File: src/rtl/instruction_encoder_if.sv
// rtl/instruction_encoder_if.sv - operation-in / instruction-word-out bundle for instruction_encoder
interface instruction_encoder_if;
    logic        in_valid;
    logic        in_ready;
    logic [6:0]  op;
    logic [12:0] off;
    logic [3:0]  c;
    logic [2:0]  t;
    logic [2:0]  f;
    logic [2:0]  pr;
    logic [3:0]  sa;
    logic [4:0]  pswb;
    logic [2:0]  dst;
    logic [2:0]  srccon;
    logic        wb;
    logic        rc;
    logic        prpo;
    logic        dec;
    logic        inc;
    logic [7:0]  imbyte;
    logic        out_valid;
    logic        out_ready;
    logic [15:0] instr_out;
    logic [15:0] addr_out;

    modport master (
        output in_valid, op, off, c, t, f, pr, sa, pswb, dst, srccon,
               wb, rc, prpo, dec, inc, imbyte, out_ready,
        input  in_ready, out_valid, instr_out, addr_out
    );

    modport slave (
        input  in_valid, op, off, c, t, f, pr, sa, pswb, dst, srccon,
               wb, rc, prpo, dec, inc, imbyte, out_ready,
        output in_ready, out_valid, instr_out, addr_out
    );
endinterface

File: src/rtl/instruction_encoder.sv
// rtl/instruction_encoder.sv - XM-23 operation-to-instruction-word encoder with tagged output FIFO
module instruction_encoder #(
    parameter logic [15:0] BASE_ADDR = 16'h0000,
    parameter int          DEPTH     = 2
) (
    input  logic                  clock,
    input  logic                  reset_n,
    instruction_encoder_if.slave  bus,
    output logic                  flto,
    output logic [7:0]            fault_count
);

    localparam int PW = (DEPTH > 1) ? $clog2(DEPTH) : 1;
    localparam int CW = $clog2(DEPTH + 1);

    logic [15:0]   word;
    logic          op_bad;
    logic [15:0]   mem_w [DEPTH];
    logic [15:0]   mem_a [DEPTH];
    logic [PW-1:0] wr_ptr;
    logic [PW-1:0] rd_ptr;
    logic [PW-1:0] rd_ptr_nxt;
    logic [CW-1:0] count;
    logic [CW-1:0] count_nxt;
    logic [15:0]   addr_cnt;
    logic [15:0]   head_w_nxt;
    logic [15:0]   head_a_nxt;
    logic          accept;
    logic          push;
    logic          pop;

    // Handshakes depend only on registered occupancy.
    assign bus.in_ready  = (count != CW'(DEPTH));
    assign bus.out_valid = (count != '0);
    assign accept        = bus.in_valid && bus.in_ready;
    assign push          = accept && !op_bad;
    assign pop           = bus.out_valid && bus.out_ready;

    // Assemble the instruction word; OP-k subtractions use only the low bits they affect.
    always_comb begin
        word   = '0;
        op_bad = 1'b0;
        case (bus.op) inside
            7'd0:           word = {3'b000, bus.off};
            [7'd1:7'd8]:    word = {3'b001, bus.op[2:0] - 3'd1, bus.off[9:0]};
            [7'd9:7'd20]:   word = {3'b010, 1'b0, bus.op[3:0] - 4'd9, bus.rc, bus.wb,
                                    bus.srccon, bus.dst};
            7'd21, 7'd22:   word = {6'b010011, 2'b00, ~bus.op[0], bus.wb, bus.srccon, bus.dst};
            [7'd23:7'd26]:  word = {9'b010011010, bus.wb, bus.op[2:0] + 3'd1, bus.dst};
            7'd28:          word = {9'b010011011, 2'b00, 2'b00, bus.pr};
            7'd29:          word = {9'b010011011, 2'b01, 1'b0, bus.sa};
            7'd30:          word = {9'b010011011, 2'b10, bus.pswb};
            7'd31:          word = {9'b010011011, 2'b11, bus.pswb};
            7'd32:          word = {6'b010100, bus.c, bus.t, bus.f};
            7'd33, 7'd34:   word = {3'b010, 2'b11, ~bus.op[0], bus.prpo, bus.dec, bus.inc,
                                    bus.wb, bus.srccon, bus.dst};
            [7'd35:7'd38]:  word = {3'b011, bus.op[1:0] + 2'd1, bus.imbyte, bus.dst};
            7'd39, 7'd40:   word = {1'b1, ~bus.op[0], bus.off[6:0], bus.wb, bus.srccon, bus.dst};
            7'd41:          word = 16'h5400;
            default:        op_bad = 1'b1;
        endcase
    end

    // Next occupancy, next read pointer and the value the head registers should show.
    always_comb begin
        count_nxt  = count;
        rd_ptr_nxt = pop ? rd_ptr + 1'b1 : rd_ptr;
        if (push && !pop) begin
            count_nxt = count + 1'b1;
        end else if (!push && pop) begin
            count_nxt = count - 1'b1;
        end
        head_w_nxt = bus.instr_out;
        head_a_nxt = bus.addr_out;
        if (count_nxt != '0) begin
            if (push && (wr_ptr == rd_ptr_nxt)) begin
                head_w_nxt = word;
                head_a_nxt = addr_cnt;
            end else begin
                head_w_nxt = mem_w[rd_ptr_nxt];
                head_a_nxt = mem_a[rd_ptr_nxt];
            end
        end
    end

    // FIFO storage; contents need no reset since occupancy gates visibility.
    always_ff @(posedge clock) begin
        if (push) begin
            mem_w[wr_ptr] <= word;
            mem_a[wr_ptr] <= addr_cnt;
        end
    end

    // Pointers, occupancy, address tag counter and registered head outputs.
    always_ff @(posedge clock) begin
        if (!reset_n) begin
            wr_ptr        <= '0;
            rd_ptr        <= '0;
            count         <= '0;
            addr_cnt      <= BASE_ADDR;
            bus.instr_out <= '0;
            bus.addr_out  <= '0;
        end else begin
            if (push) begin
                wr_ptr   <= wr_ptr + 1'b1;
                addr_cnt <= addr_cnt + 16'd2;
            end
            rd_ptr        <= rd_ptr_nxt;
            count         <= count_nxt;
            bus.instr_out <= head_w_nxt;
            bus.addr_out  <= head_a_nxt;
        end
    end

    // Rejected-opcode pulse and saturating fault counter.
    always_ff @(posedge clock) begin
        if (!reset_n) begin
            flto        <= 1'b0;
            fault_count <= '0;
        end else begin
            flto <= accept && op_bad;
            if (accept && op_bad && (fault_count != 8'hFF)) begin
                fault_count <= fault_count + 8'd1;
            end
        end
    end

endmodule
File: src/flat_wrapper.sv
// flat-port wrapper written by rule: the top's interface ports become plain ports
module instruction_encoder_flat 
#(
    parameter logic [15:0] BASE_ADDR = 16'h0000,
    parameter int          DEPTH     = 2
)
  (clock, reset_n, flto, fault_count, bus_in_valid, bus_op, bus_off, bus_c, bus_t, bus_f, bus_pr, bus_sa, bus_pswb, bus_dst, bus_srccon, bus_wb, bus_rc, bus_prpo, bus_dec, bus_inc, bus_imbyte, bus_out_ready, bus_in_ready, bus_out_valid, bus_instr_out, bus_addr_out);
  instruction_encoder_if bus_i ();
  input  logic clock;
  input  logic reset_n;
  output logic flto;
  output logic [7:0] fault_count;
  input wire logic [$bits(bus_i.in_valid)-1:0] bus_in_valid;
  input wire logic [$bits(bus_i.op)-1:0] bus_op;
  input wire logic [$bits(bus_i.off)-1:0] bus_off;
  input wire logic [$bits(bus_i.c)-1:0] bus_c;
  input wire logic [$bits(bus_i.t)-1:0] bus_t;
  input wire logic [$bits(bus_i.f)-1:0] bus_f;
  input wire logic [$bits(bus_i.pr)-1:0] bus_pr;
  input wire logic [$bits(bus_i.sa)-1:0] bus_sa;
  input wire logic [$bits(bus_i.pswb)-1:0] bus_pswb;
  input wire logic [$bits(bus_i.dst)-1:0] bus_dst;
  input wire logic [$bits(bus_i.srccon)-1:0] bus_srccon;
  input wire logic [$bits(bus_i.wb)-1:0] bus_wb;
  input wire logic [$bits(bus_i.rc)-1:0] bus_rc;
  input wire logic [$bits(bus_i.prpo)-1:0] bus_prpo;
  input wire logic [$bits(bus_i.dec)-1:0] bus_dec;
  input wire logic [$bits(bus_i.inc)-1:0] bus_inc;
  input wire logic [$bits(bus_i.imbyte)-1:0] bus_imbyte;
  input wire logic [$bits(bus_i.out_ready)-1:0] bus_out_ready;
  output wire logic [$bits(bus_i.in_ready)-1:0] bus_in_ready;
  output wire logic [$bits(bus_i.out_valid)-1:0] bus_out_valid;
  output wire logic [$bits(bus_i.instr_out)-1:0] bus_instr_out;
  output wire logic [$bits(bus_i.addr_out)-1:0] bus_addr_out;
  assign bus_i.in_valid = bus_in_valid;
  assign bus_i.op = bus_op;
  assign bus_i.off = bus_off;
  assign bus_i.c = bus_c;
  assign bus_i.t = bus_t;
  assign bus_i.f = bus_f;
  assign bus_i.pr = bus_pr;
  assign bus_i.sa = bus_sa;
  assign bus_i.pswb = bus_pswb;
  assign bus_i.dst = bus_dst;
  assign bus_i.srccon = bus_srccon;
  assign bus_i.wb = bus_wb;
  assign bus_i.rc = bus_rc;
  assign bus_i.prpo = bus_prpo;
  assign bus_i.dec = bus_dec;
  assign bus_i.inc = bus_inc;
  assign bus_i.imbyte = bus_imbyte;
  assign bus_i.out_ready = bus_out_ready;
  assign bus_in_ready = bus_i.in_ready;
  assign bus_out_valid = bus_i.out_valid;
  assign bus_instr_out = bus_i.instr_out;
  assign bus_addr_out = bus_i.addr_out;
  instruction_encoder #(.BASE_ADDR(BASE_ADDR), .DEPTH(DEPTH)) u_core (.clock(clock), .reset_n(reset_n), .bus(bus_i), .flto(flto), .fault_count(fault_count));
endmodule
File: config.mk
export PLATFORM = sky130hd
export DESIGN_NAME = instruction_encoder_flat
export DESIGN_NICKNAME = d
export VERILOG_FILES = /design/src/rtl/instruction_encoder_if.sv /design/src/rtl/instruction_encoder.sv /design/src/flat_wrapper.sv
export SDC_FILE = /design/constraint.sdc
export NUM_CORES = 1
export LEC_CHECK = 0
export BUFFER_PORTS_ARGS = -buffer_cell sky130_fd_sc_hd__buf_2
export CAP_MARGIN = 25
export CORE_AREA = 3 3 108 110
export CTS_BUF_LIST = sky130_fd_sc_hd__clkbuf_8
export DETAILED_ROUTE_END_ITERATION = 8
export DIE_AREA = 0 0 111 113
export PLACE_DENSITY = 0.81
export SLEW_MARGIN = 10
export SYNTH_ARGS = -nofsm -noshare
export SYNTH_HDL_FRONTEND = slang
export SYNTH_SLANG_ARGS = --single-unit
File: constraint.sdc
create_clock -name clock -period 6.6 [get_ports clock]
set_input_delay 1.98 -clock clock [delete_from_list [all_inputs] [get_ports clock]]
set_output_delay 1.98 -clock clock [all_outputs]
set_load 0.05 [all_outputs]
Yosys cells after proc, flatten, opt, wreduce, memory -nomap -nowiden

Memories as Yosys holds them, arrays and structs flattened. A register that Yosys moved wholly into a read port is not among the register bits.
Index checks and enable logic that the tools add are counted.

$add $sub $neg: 10
Magnitude comparators: 8
Eq/ne operators: 14
Multiplexer cells: 33
Bitwise gates (word level): 1
Reduce and logical (&&, ||, !) cells: 22

Operator list:

| kind                    | count |
|---|---|
| $mux W16                | 13 |
| $eq A7 B5 Y1 const B    | 6 |
| $eq A7 B6 Y1 const B    | 6 |
| $mux W1                 | 17 |
| $add A16 B2 Y16 const B | 1 |
| $mux W15                | 1 |
| $le A7 B5 Y1 const B    | 2 |
| $logic_and A1 B1 Y1     | 11 |
| $add A8 B1 Y8 const B   | 1 |
| $ne A8 B8 Y1 const B    | 1 |
| $ge A7 B1 Y1 const B    | 1 |
| $ge A7 B4 Y1 const B    | 1 |
| $ge A7 B5 Y1 const B    | 1 |
| $ge A7 B6 Y1 const B    | 1 |
| $le A7 B4 Y1 const B    | 1 |
| $le A7 B6 Y1 const B    | 1 |
| $logic_not A7 Y1        | 1 |
| $reduce_or A2 Y1        | 3 |
| $logic_not A1 Y1        | 5 |
| $add A2 B1 Y2 const B   | 2 |
| $mux W2                 | 2 |
| $reduce_bool A2 Y1      | 2 |
| $sub A4 B4 Y4 const B   | 1 |
| $add A3 B1 Y3 const B   | 1 |
| other kinds (5)         | 6 |

Register bits: 29
Memory bits (writable): 64
Bits of input ports: 65
Output and inout port bits: 43
Word-level logic and storage cells: 96
Memories: 2

Memories:

| memory       | depth | width | read ports | clocked after Yosys merged registers in | write ports | line                      | source |
|---|---|---|---|---|---|---|---|
| u_core.mem_a | 2     | 16    | 1          | 1                                       | 1           | instruction_encoder.sv:19 | `logic [15:0] mem_a [DEPTH];` |
| u_core.mem_w | 2     | 16    | 1          | 1                                       | 1           | instruction_encoder.sv:18 | `logic [15:0] mem_w [DEPTH];` |

Depth between registers and ports, before layout

Gate-level depths: netlist of run 1.

Depth in word-level cells: 22
Gate-level depth with buffers: 14
Depth with buffers taken out: 10

Worst setup path before layout of run 1

OpenSTA, ideal clock, no wires.

Kind: input-to-reg
Start point: input port bus_op[0]
End point: memory u_core.mem_a[0][10] (enable)
Library setup time: 0.423 ns
Data arrival time: 5.320 ns
Data required time: 6.177 ns
Slack: 0.857 ns
Stages: 10
Buffers on the path: 3
Cell sequence: buf_2 -> inv_1 -> ha_1 -> clkbuf_1 -> nor2_1 -> a211oi_2 -> a21oi_1 -> a41oi_4 -> clkbuf_1 -> nor2b_1

Longest elaborated chain between the ends: 19
Elaborated cells between the ends (all ways): 46
Classes of those cells: order compare (8); eq/ne (12); mux (16); reduce/logical (10)

Ends and longest elaborated chain:

| item                                                                  | line                      | source |
|---|---|---|
| start: declaration                                                    | flat_wrapper.sv:14        | `input wire logic [$bits(bus_i.op)-1:0] bus_op;` |
| parallel branches: the longest is 14 deep, another holds $ge A7 B6 Y1 | n/a                       |  |
| $mux W1 *                                                             | instruction_encoder.sv:43 | `case (bus.op) inside` |
| $logic_not A1 Y1 *                                                    | instruction_encoder.sv:36 | `assign push = accept && !op_bad;` |
| $logic_and A1 B1 Y1 *                                                 | instruction_encoder.sv:36 |  |
| $mux W1 *                                                             | instruction_encoder.sv:88 | `if (push) begin` |
| $mux W1 (not written as such) *                                       | instruction_encoder.sv:90 | `mem_a[wr_ptr] <= addr_cnt;` |
| end: declaration                                                      | instruction_encoder.sv:19 |  |

Mark *: on every way between the ends.

Worst setup path in the final report of run 1

Start point: input port bus_op[0]
End point: register u_core.bus.addr_out[15], read port of u_core.mem_a

Longest elaborated chain between the ends: 22
Elaborated cells between the ends (all ways): 50
Classes of those cells: order compare (8); eq/ne (12); mux (16); reduce/logical (14)

Ends and longest elaborated chain:

| item                                                                  | line                         | source |
|---|---|---|
| parallel branches: the longest is 14 deep, another holds $ge A7 B6 Y1 | n/a                          |  |
| $mux W1 *                                                             | instruction_encoder.sv:43    |  |
| $logic_not A1 Y1 *                                                    | instruction_encoder.sv:36    |  |
| $logic_and A1 B1 Y1 *                                                 | instruction_encoder.sv:36    |  |
| $logic_not A1 Y1                                                      | instruction_encoder.sv:70    | `end else if (!push && pop) begin` |
| $logic_and A1 B1 Y1                                                   | instruction_encoder.sv:70    |  |
| $mux W2                                                               | instruction_encoder.sv:70    |  |
| $mux W2 *                                                             | instruction_encoder.sv:68    | `if (push && !pop) begin` |
| $reduce_bool A2 Y1 *                                                  | instruction_encoder.sv:75    | `if (count_nxt != '0) begin` |
| end: declaration                                                      | instruction_encoder_if.sv:35 | `output in_ready, out_valid, instr_out, addr_out` |

Marks and branches as above.
A chain may end at the register's enable or synchronous reset.

==> results of run 1 <==
-- layer usage --
metal	vias to the layer above	wire [µm]	global-route usage, %	part of all wire (%)
met1	2562	6700	33.3	42
met5	-	0	0	0
met4	0	377	9.36	2.4
met2	253	7660	41.7	48
met3	50	1280	5.72	8.0
li1	2563	-	-	-
-- registers in the layout, summed over array words and instances, names as in the netlist --
name	flops
u_core.mem_w	32
u_core.mem_a	30
u_core.bus.instr_out	16
u_core.addr_cnt	15
u_core.bus.addr_out	15
u_core.fault_count	8
u_core.count	2
u_core.flto	1
u_core.rd_ptr	1
u_core.wr_ptr	1
-- through the flow --
step | power, mW | hold slack [ns] | instances | instance area (µm²) | util [%]
after floorplan | 1.89 | 0.468 | 640 | 6180 | -
after global placement | 2.09 | 0.441 | 856 | 6780 | 62.8
after detailed placement | 2.12 | 0.446 | 856 | 6780 | 62.8
after CTS | 2.69 | 0.456 | 888 | 7120 | 66.0
after global routing | 2.82 | 0.473 | 889 | 7130 | 66.0
final | 2.68 | 0.455 | 889 | 7130 | 66.0
-- critical path: cells and delay by family --
kind	cells	cell delay, ns
AOI/OAI and AO/OA	5	1.17
buffers and inverters	4	1.04
and+or+nand+nor	2	0.99
adders and majority gates	1	0.61
-- cells by family (layout without fill, tap and decap cells) --
family	after synthesis	after routing	synth area share, %
buffers and inverters	53	162	3.79
xor gates and xnor gates	21	21	3.10
and+or+nand+nor	226	226	16.9
AOI/OAI and AO/OA	172	172	19.1
adders and majority gates	10	10	1.98
DFF	121	121	49.2
other	1	1	0.0607
muxes	36	36	5.85
-- area by class of cell --
class,instances,area (µm²)
clock inverter,14,93.8
inverter,15,56.3
sequential,121,3040
timing repair buffer,115,598
fill,858,3660
tap,140,175
multi-input combinational,466,2910
clock buffer,18,248
-- power groups by stage --
stage               registers, mW  logic (mW)  clock network, mW
finish                      0.974        1.13              0.573
global route                0.986        1.21              0.616
CTS                         0.974        1.13              0.583
detailed placement          0.989        1.13                  0
global placement            0.982        1.10                  0
floorplan                    1.27       0.620                  0
-- placed cells by master, fill, tap and decap left out, drive strengths merged, types with 3 or more instances in the layout --
master / instances
a211oi: 5
a21o: 3
a21oi: 52
a221oi: 9
a31oi: 5
and2: 4
and3: 5
buf: 115
clkbuf: 18
clkinv: 8
dfxtp: 59
edfxtp: 62
ha: 9
inv: 19
mux2i: 35
nand2: 86
nand2b: 5
nand3: 25
nand4: 8
nor2: 56
nor2b: 4
nor3: 9
nor3b: 3
nor4: 3
o211ai: 29
o21a: 3
o21ai: 28
o22ai: 5
or3: 8
or3b: 3
xnor2: 10
xor2: 11
-- worst paths after layout --
check,start,slack [ns],endpoint
min,u_core.bus.instr_out[10],0.46,u_core.bus.instr_out[10]
max,bus_op[0],1.09,u_core.bus.addr_out[15]
max reg2reg,u_core.count[0],3.48,u_core.bus.addr_out[15]
min reg2reg,u_core.bus.instr_out[10],0.46,u_core.bus.instr_out[10]
==> flow_summary.html, run 1 <==
<table>
<tr><th>Metric</th><th>Value</th></tr>
<tr><th colspan="2">Run status</th></tr>
<tr><td>Outcome</td><td>finished clean</td></tr>
<tr><th colspan="2">Route</th></tr>
<tr><td>Routed Antenna Nets</td><td>0</td></tr>
<tr><td>Number of detailed-routing iterations run before antenna repair</td><td>5</td></tr>
<tr><td>Avg WL per Cell</td><td>18.0 µm</td></tr>
<tr><td>Total wire length</td><td>16000 µm</td></tr>
<tr><td>Vias per inst</td><td>6.11</td></tr>
<tr><td>Via count</td><td>5428</td></tr>
<tr><td>DRT iter0 DRCs</td><td>about 470</td></tr>
<tr><td>Post-route DRC</td><td>0</td></tr>
<tr><th colspan="2">Synthesis</th></tr>
<tr><td>Ys Warns</td><td>0</td></tr>
<tr><td>Mapped Nets</td><td>around 700</td></tr>
<tr><td>Largest cells by area after synthesis</td><td>edfxtp_1, dfxtp_1, mux2i_1</td></tr>
<tr><td>Portion of the post-synthesis area used by sequential elements</td><td>49.2%</td></tr>
<tr><td>Number of enable-type register cells in the synthesized netlist</td><td>62</td></tr>
<tr><td>Synthesized area per cell</td><td>roughly 9.7 µm²</td></tr>
<tr><td>Portion of synthesized cell area occupied by the leading cell type</td><td>30.1%</td></tr>
<tr><td>Synth Cell Area</td><td>0.00618 mm²</td></tr>
<tr><td>Post-synth cell types</td><td>74</td></tr>
<tr><td>Most used standard cells in the synthesized netlist</td><td>nand2_1, edfxtp_1, dfxtp_1, nor2_1, a21oi_1</td></tr>
<tr><td>Most used flip-flop cell after synthesis</td><td>edfxtp_1</td></tr>
<tr><td>Number of cells produced by synthesis</td><td>640</td></tr>
<tr><td>Async SR Flop Fraction</td><td>0%</td></tr>
<tr><td>Most frequent cell after synthesis</td><td>nand2_1</td></tr>
<tr><td>Number of flip-flops and latches in the synthesized netlist</td><td>121</td></tr>
<tr><td>Top cell type by total area after synthesis</td><td>edfxtp_1</td></tr>
<tr><th colspan="2">GRT</th></tr>
<tr><td>Wire length of the first global-routing pass</td><td>25600 µm</td></tr>
<tr><td>Initial antenna violation count</td><td>0</td></tr>
<tr><td>Overall track demand over capacity in global routing</td><td>between 20% and 30%</td></tr>
<tr><td>Vias in the first global route</td><td>a little over 5000</td></tr>
<tr><td>Grt ovf</td><td>0</td></tr>
<tr><td>Largest net degree at the start of global routing</td><td>50</td></tr>
<tr><th colspan="2">STA</th></tr>
<tr><td>Setup repair after global routing missed its margin</td><td>false</td></tr>
<tr><td>Layout Skew</td><td>~0.0085 ns</td></tr>
<tr><td>Number of pins with negative max-slew slack in the final report</td><td>0</td></tr>
<tr><td>Post-route setup TNS</td><td>0 ns</td></tr>
<tr><td>Post-route worst setup slack</td><td>between 1 and 1.5 ns</td></tr>
<tr><td>Highest achievable clock rate</td><td>182 MHz</td></tr>
<tr><td>Number of hold violations in the final report</td><td>0</td></tr>
<tr><td>Slew Limit Headroom</td><td>35.4%</td></tr>
<tr><td>Tightest Pin Transition</td><td>0.966 ns</td></tr>
<tr><td>Minimum clock period after layout</td><td>about 5.5 ns</td></tr>
<tr><td>Fraction of the cycle the final worst path needs</td><td>83.4%</td></tr>
<tr><td>Final setup violation count</td><td>0</td></tr>
<tr><th colspan="2">Floorplan</th></tr>
<tr><td>Top Ports</td><td>about 110</td></tr>
<tr><td>Die Wd</td><td>111 µm</td></tr>
<tr><td>Chip height</td><td>around 110 µm</td></tr>
<tr><td>Die area</td><td>0.0125 mm²</td></tr>
<tr><td>Starting Density</td><td>between 50% and 60%</td></tr>
<tr><td>Standard-cell rows</td><td>38</td></tr>
<tr><td>Core box area</td><td>around 0.011 mm²</td></tr>
<tr><th colspan="2">Setup path</th></tr>
<tr><td>Worst-path cell chain</td><td>buf_2 -&gt; inv_1 -&gt; ha_1 -&gt; nor2_1 -&gt; a211oi_2 -&gt; buf_4 -&gt; a21oi_1 -&gt; a41oi_4 -&gt; nand2_1 -&gt; buf_4 -&gt; o211ai_1 -&gt; a21oi_1</td></tr>
<tr><td>Critical path arrival</td><td>5.80 ns</td></tr>
<tr><td>Launching element type of the critical path</td><td>input pin</td></tr>
<tr><td>Crit. End Element</td><td>flip-flop</td></tr>
<tr><td>Maximum fanout encountered on the critical timing path</td><td>29</td></tr>
<tr><td>Reg2Reg Depth</td><td>9</td></tr>
<tr><td>Critical Path RT</td><td>~7 ns</td></tr>
<tr><td>Setup CP Type</td><td>in -&gt; reg</td></tr>
<tr><td>CP peak stage delay</td><td>0.74 ns</td></tr>
<tr><td>Highest-delay cell along the critical path</td><td>nand2_1</td></tr>
<tr><th colspan="2">Layout</th></tr>
<tr><td>Proportion of layout cells with a drive suffix above 1</td><td>20.7%</td></tr>
<tr><td>Final #Nets</td><td>810</td></tr>
<tr><td>Number of antenna repair diodes</td><td>0</td></tr>
<tr><td>Area grow syn2layout</td><td>15.3%</td></tr>
<tr><th colspan="2">CTS</th></tr>
<tr><td>Clock Pin Slew Worst Setup and Hold Paths</td><td>0.07 ns</td></tr>
<tr><td>CTS sink count</td><td>121</td></tr>
<tr><td>Hold-fix buffers at CTS</td><td>0</td></tr>
<tr><td>Post_cts resized</td><td>0</td></tr>
<tr><td>H-tree level count</td><td>4</td></tr>
<tr><td>Root cell of the clock tree</td><td>clkbuf_8</td></tr>
<tr><td>Buffer depth of the longest clock path</td><td>2</td></tr>
<tr><td>Clock buffers created by TritonCTS</td><td>17</td></tr>
<tr><td>TritonCTS clock tree</td><td>yes</td></tr>
<tr><td>Post-CTS repair timing setup buffer count</td><td>0</td></tr>
<tr><td>Clk_lat worst skew</td><td>approximately 0.44 ns</td></tr>
<tr><th colspan="2">Placement</th></tr>
<tr><td>Number of buffers added on ports</td><td>106</td></tr>
<tr><td>Final Wtd Congestion</td><td>0.923</td></tr>
<tr><td>DP Wirelength</td><td>11300 µm</td></tr>
<tr><td>Placement-stage worst setup slack</td><td>0.738 ns</td></tr>
<tr><th colspan="2">Power and ir drop</th></tr>
<tr><td>Sequential share of power</td><td>36.4%</td></tr>
<tr><td>Share of total power in the clock network</td><td>21.4%</td></tr>
<tr><td>Leakage power summed over all cells</td><td>a little under 3 nW</td></tr>
<tr><td>Pwr Density</td><td>376 mW/mm²</td></tr>
<tr><td>Maximum vdd drop</td><td>a little over 0.3 mV</td></tr>
<tr><td>Internal power component</td><td>1.54 mW</td></tr>
<tr><td>P_sw</td><td>1.13 mW</td></tr>
<tr><td>Part of the power in combinational logic</td><td>between 40 and 50%</td></tr>
<tr><td>Switching Share</td><td>42.3%</td></tr>
<tr><th colspan="2">Worst hold path</th></tr>
<tr><td>Hold-critical path depth</td><td>2</td></tr>
<tr><td>Min-delay worst type</td><td>reg -&gt; reg</td></tr>
<tr><th colspan="2">Job</th></tr>
<tr><td># Max-Cap Violations</td><td>0</td></tr>
</table>
(Power assumes the default switching activity.)
==> inputs of run 2 (changes only) <==
--- a/config.mk
+++ b/config.mk
@@ -7,11 +7,11 @@
 export LEC_CHECK = 0
 export BUFFER_PORTS_ARGS = -buffer_cell sky130_fd_sc_hd__buf_2
 export CAP_MARGIN = 25
-export CORE_AREA = 3 3 108 110
+export CORE_AREA = 3 3 112 114
 export CTS_BUF_LIST = sky130_fd_sc_hd__clkbuf_8
 export DETAILED_ROUTE_END_ITERATION = 8
-export DIE_AREA = 0 0 111 113
-export PLACE_DENSITY = 0.81
+export DIE_AREA = 0 0 115 117
+export PLACE_DENSITY = 0.79
 export SLEW_MARGIN = 10
 export SYNTH_ARGS = -nofsm -noshare
 export SYNTH_HDL_FRONTEND = slang
==> constraint.sdc (replaced) <==
create_clock -name clock -period 4.75 [get_ports clock]
set_input_delay 1.425 -clock clock [delete_from_list [all_inputs] [get_ports clock]]
set_output_delay 1.425 -clock clock [all_outputs]
set_load 0.05 [all_outputs]
==> run 2 against run 1 <==
  * Design area grew 2.3%
  * Routed wire length shrank 0.44%
  * Global-route usage decreased by 1.6 points
  * Critical path depth decreased by 2
  * Utilization decreased by 2.7 points
  * Clock power increased by 51%
  * Via count is 0.66% lower
  * Largest cell class unchanged
  * Clock skew rose by 0.0016 ns
  * Non-clock buffer count rose by 12
  * First-iteration DRC count is 5.3% higher
  * Hold slack got worse by 0.0043 ns
  * Register-to-register slack got worse by 1.5 ns
==> flow_summary.html, run 2 (synthesis gave the netlist of run 1 again) <==
<table>
<tr><th>Metric</th><th>Value</th></tr>
<tr><th colspan="2">CTS</th></tr>
<tr><td>Post-CTS repair timing setup buffer count</td><td>0</td></tr>
<tr><td>TritonCTS clock tree</td><td>yes</td></tr>
<tr><td>H-tree level count</td><td>4</td></tr>
<tr><td>Buffer depth of the longest clock path</td><td>2</td></tr>
<tr><td>Root cell of the clock tree</td><td>clkbuf_8</td></tr>
<tr><td>Clock Pin Slew Worst Setup and Hold Paths</td><td>0.06 ns</td></tr>
<tr><td>Clock buffers created by TritonCTS</td><td>17</td></tr>
<tr><td>CTS sink count</td><td>~120</td></tr>
<tr><td>Hold-fix buffers at CTS</td><td>0</td></tr>
<tr><td>Post_cts resized</td><td>0</td></tr>
<tr><td>Clk_lat worst skew</td><td>0.43 ns</td></tr>
<tr><th colspan="2">Layout</th></tr>
<tr><td>Area grow syn2layout</td><td>18.0%</td></tr>
<tr><td>Final core utilization</td><td>~63%</td></tr>
<tr><td>Total of fill cells in the finished design</td><td>935</td></tr>
<tr><td>Design Area, Final</td><td>0.00729 mm²</td></tr>
<tr><td>Largest registers ranked by flip-flop count</td><td>u_core.mem_w (32), u_core.mem_a (30), u_core.bus.instr_out (16)</td></tr>
<tr><td>Proportion of layout cells with a drive suffix above 1</td><td>around 22%</td></tr>
<tr><td>Final #Nets</td><td>roughly 820</td></tr>
<tr><td>Number of non-filler instances in the completed layout</td><td>904</td></tr>
<tr><td>Most common cell after layout, fill and taps aside</td><td>buf_2</td></tr>
<tr><td>Number of flip-flops in the largest register</td><td>32</td></tr>
<tr><td>Register with the most flip-flops</td><td>u_core.mem_w</td></tr>
<tr><td>Commonest cells after routing, fill and taps aside</td><td>buf_2, nand2_1, edfxtp_1</td></tr>
<tr><td>Number of antenna repair diodes</td><td>0</td></tr>
<tr><th colspan="2">GRT</th></tr>
<tr><td>Overall track demand over capacity in global routing</td><td>23.8%</td></tr>
<tr><td>Grt ovf</td><td>0</td></tr>
<tr><td>Vias in the first global route</td><td>approximately 5200</td></tr>
<tr><td>Wire length of the first global-routing pass</td><td>25200 µm</td></tr>
<tr><td>Initial antenna violation count</td><td>0</td></tr>
<tr><td>Largest net degree at the start of global routing</td><td>47</td></tr>
<tr><th colspan="2">Floorplan</th></tr>
<tr><td>Core box area</td><td>0.0115 mm²</td></tr>
<tr><td>Standard-cell rows</td><td>39</td></tr>
<tr><td>Top Ports</td><td>108</td></tr>
<tr><td>Die area</td><td>around 0.013 mm²</td></tr>
<tr><td>Starting Density</td><td>53.7%</td></tr>
<tr><td>Die Wd</td><td>115 µm</td></tr>
<tr><td>Chip height</td><td>between 100 and 150 µm</td></tr>
<tr><th colspan="2">Route</th></tr>
<tr><td>Avg WL per Cell</td><td>17.6 µm</td></tr>
<tr><td>Number of detailed-routing iterations run before antenna repair</td><td>5</td></tr>
<tr><td>Via count</td><td>approximately 5400</td></tr>
<tr><td>Routed Antenna Nets</td><td>0</td></tr>
<tr><td>Total wire length</td><td>15900 µm</td></tr>
<tr><td>Post-route DRC</td><td>0</td></tr>
<tr><td>Vias per inst</td><td>5.96</td></tr>
<tr><td>DRT iter0 DRCs</td><td>498</td></tr>
<tr><th colspan="2">Placement</th></tr>
<tr><td>Number of buffers added on ports</td><td>106</td></tr>
<tr><td>Area of placed instances</td><td>between 0.006 and 0.007 mm²</td></tr>
<tr><td>Final Wtd Congestion</td><td>0.926</td></tr>
<tr><td>Total instance count after detailed placement</td><td>872</td></tr>
<tr><td>DP Wirelength</td><td>approximately 11000 µm</td></tr>
<tr><th colspan="2">STA</th></tr>
<tr><td>Final setup violation count</td><td>0</td></tr>
<tr><td>Tightest Pin Transition</td><td>around 1 ns</td></tr>
<tr><td>Highest achievable clock rate</td><td>239 MHz</td></tr>
<tr><td>Fraction of the cycle the final worst path needs</td><td>88.1%</td></tr>
<tr><td>Post-route setup TNS</td><td>0 ns</td></tr>
<tr><td>Slew Limit Headroom</td><td>31.5%</td></tr>
<tr><td>Layout Skew</td><td>between 0.01 and 0.015 ns</td></tr>
<tr><td>Number of pins with negative max-slew slack in the final report</td><td>0</td></tr>
<tr><td>Number of hold violations in the final report</td><td>0</td></tr>
<tr><td>Setup repair after global routing missed its margin</td><td>false</td></tr>
<tr><td>Minimum clock period after layout</td><td>4.19 ns</td></tr>
<tr><th colspan="2">Setup path</th></tr>
<tr><td>Capture instance of the worst register-to-register path</td><td>u_core.bus.instr_out[11]</td></tr>
<tr><td>Setup CP Type</td><td>in -&gt; reg</td></tr>
<tr><td>Critical Path RT</td><td>5.06 ns</td></tr>
<tr><td>Reg2Reg Depth</td><td>9</td></tr>
<tr><td>Crit. End Element</td><td>flip-flop</td></tr>
<tr><td>Reg2reg setup slack</td><td>2.00 ns</td></tr>
<tr><td>Maximum fanout encountered on the critical timing path</td><td>24</td></tr>
<tr><td>Critical path arrival</td><td>4.50 ns</td></tr>
<tr><td>Launch instance of the worst register-to-register path</td><td>u_core.count[0]</td></tr>
<tr><td>Launching element type of the critical path</td><td>input pin</td></tr>
<tr><th colspan="2">Run status</th></tr>
<tr><td>Outcome</td><td>finished clean</td></tr>
<tr><th colspan="2">Power and ir drop</th></tr>
<tr><td>Maximum vdd drop</td><td>0.245 mV</td></tr>
<tr><td>Total power consumption of the routed design</td><td>3.87 mW</td></tr>
<tr><td>Leakage power summed over all cells</td><td>2.97 nW</td></tr>
<tr><td>Pwr Density</td><td>531 mW/mm²</td></tr>
<tr><th colspan="2">Worst hold path</th></tr>
<tr><td>Hold-critical path depth</td><td>2</td></tr>
<tr><td>Min-delay worst type</td><td>reg -&gt; reg</td></tr>
<tr><td>Origin of the worst min-delay path</td><td>u_core.bus.addr_out[10]</td></tr>
<tr><td>Hold EP</td><td>u_core.bus.addr_out[10]</td></tr>
<tr><th colspan="2">Job</th></tr>
<tr><td># Max-Cap Violations</td><td>0</td></tr>
</table>
-- run 2: worst max-delay path by stage --
stage | endpoint | start | slack [ns] | cells after the start
6_report | u_core.bus.instr_out[3] | bus_op[0] | 0.56 | 10
5_1_grt | u_core.bus.instr_out[3] | bus_op[0] | 0.36 | 10
4_1_cts | u_core.bus.instr_out[3] | bus_op[0] | 0.61 | 10
3_5_place_dp | u_core.bus.instr_out[1] | bus_op[0] | 0.16 | 11
3_3_place_gp | u_core.bus.instr_out[9] | bus_op[0] | 0.25 | 11
2_1_floorplan | u_core.mem_a[0][10] | bus_op[0] | 0.13 | 10
-- run 2: routing by layer --
layer,GRT usage [%],up-vias,share of wire (%)
met1,30.8,2567,43
met2,39.6,212,48
met5,0,-,0
li1,-,2581,-
met4,8.76,0,1.9
met3,5.09,32,6.6
-- run 2: through the flow --
stage | hold WS (ns) | setup slack (ns)
global placement | 0.440 | 0.252
floorplan | 0.468 | 0.127
global route | 0.470 | 0.361
finish | 0.451 | 0.564
detailed placement | 0.443 | 0.165
CTS | 0.453 | 0.608
-- run 2: report_power, final --
group	internal, mW	total [mW]	switching, mW
registers	1.27	1.35	0.0853
logic	0.528	1.66	1.13
clock network	0.480	0.864	0.384
total	2.28	3.87	1.60
-- run 2: worst max-delay path, cell delays in order --
cell and delay (ns):
buf_2 0.21, inv_1 0.16, ha_1 0.32, or4_1 0.55, a21oi_1 0.31, a41oi_4 0.27, xnor2_2 0.23, o21bai_4 0.54
mux2i_1 0.22, a41o_1 0.24
-- run 2: final cells by class --
type	instances	area [µm²]	share of cell area (%)
clock buffer	19	262	3.59
clock inverter	13	114	1.56
inverter	15	56.3	0.772
multi-input combinational	466	2910	40.0
sequential	121	3040	41.7
tap	143	179	2.45
timing repair buffer	127	726	9.95
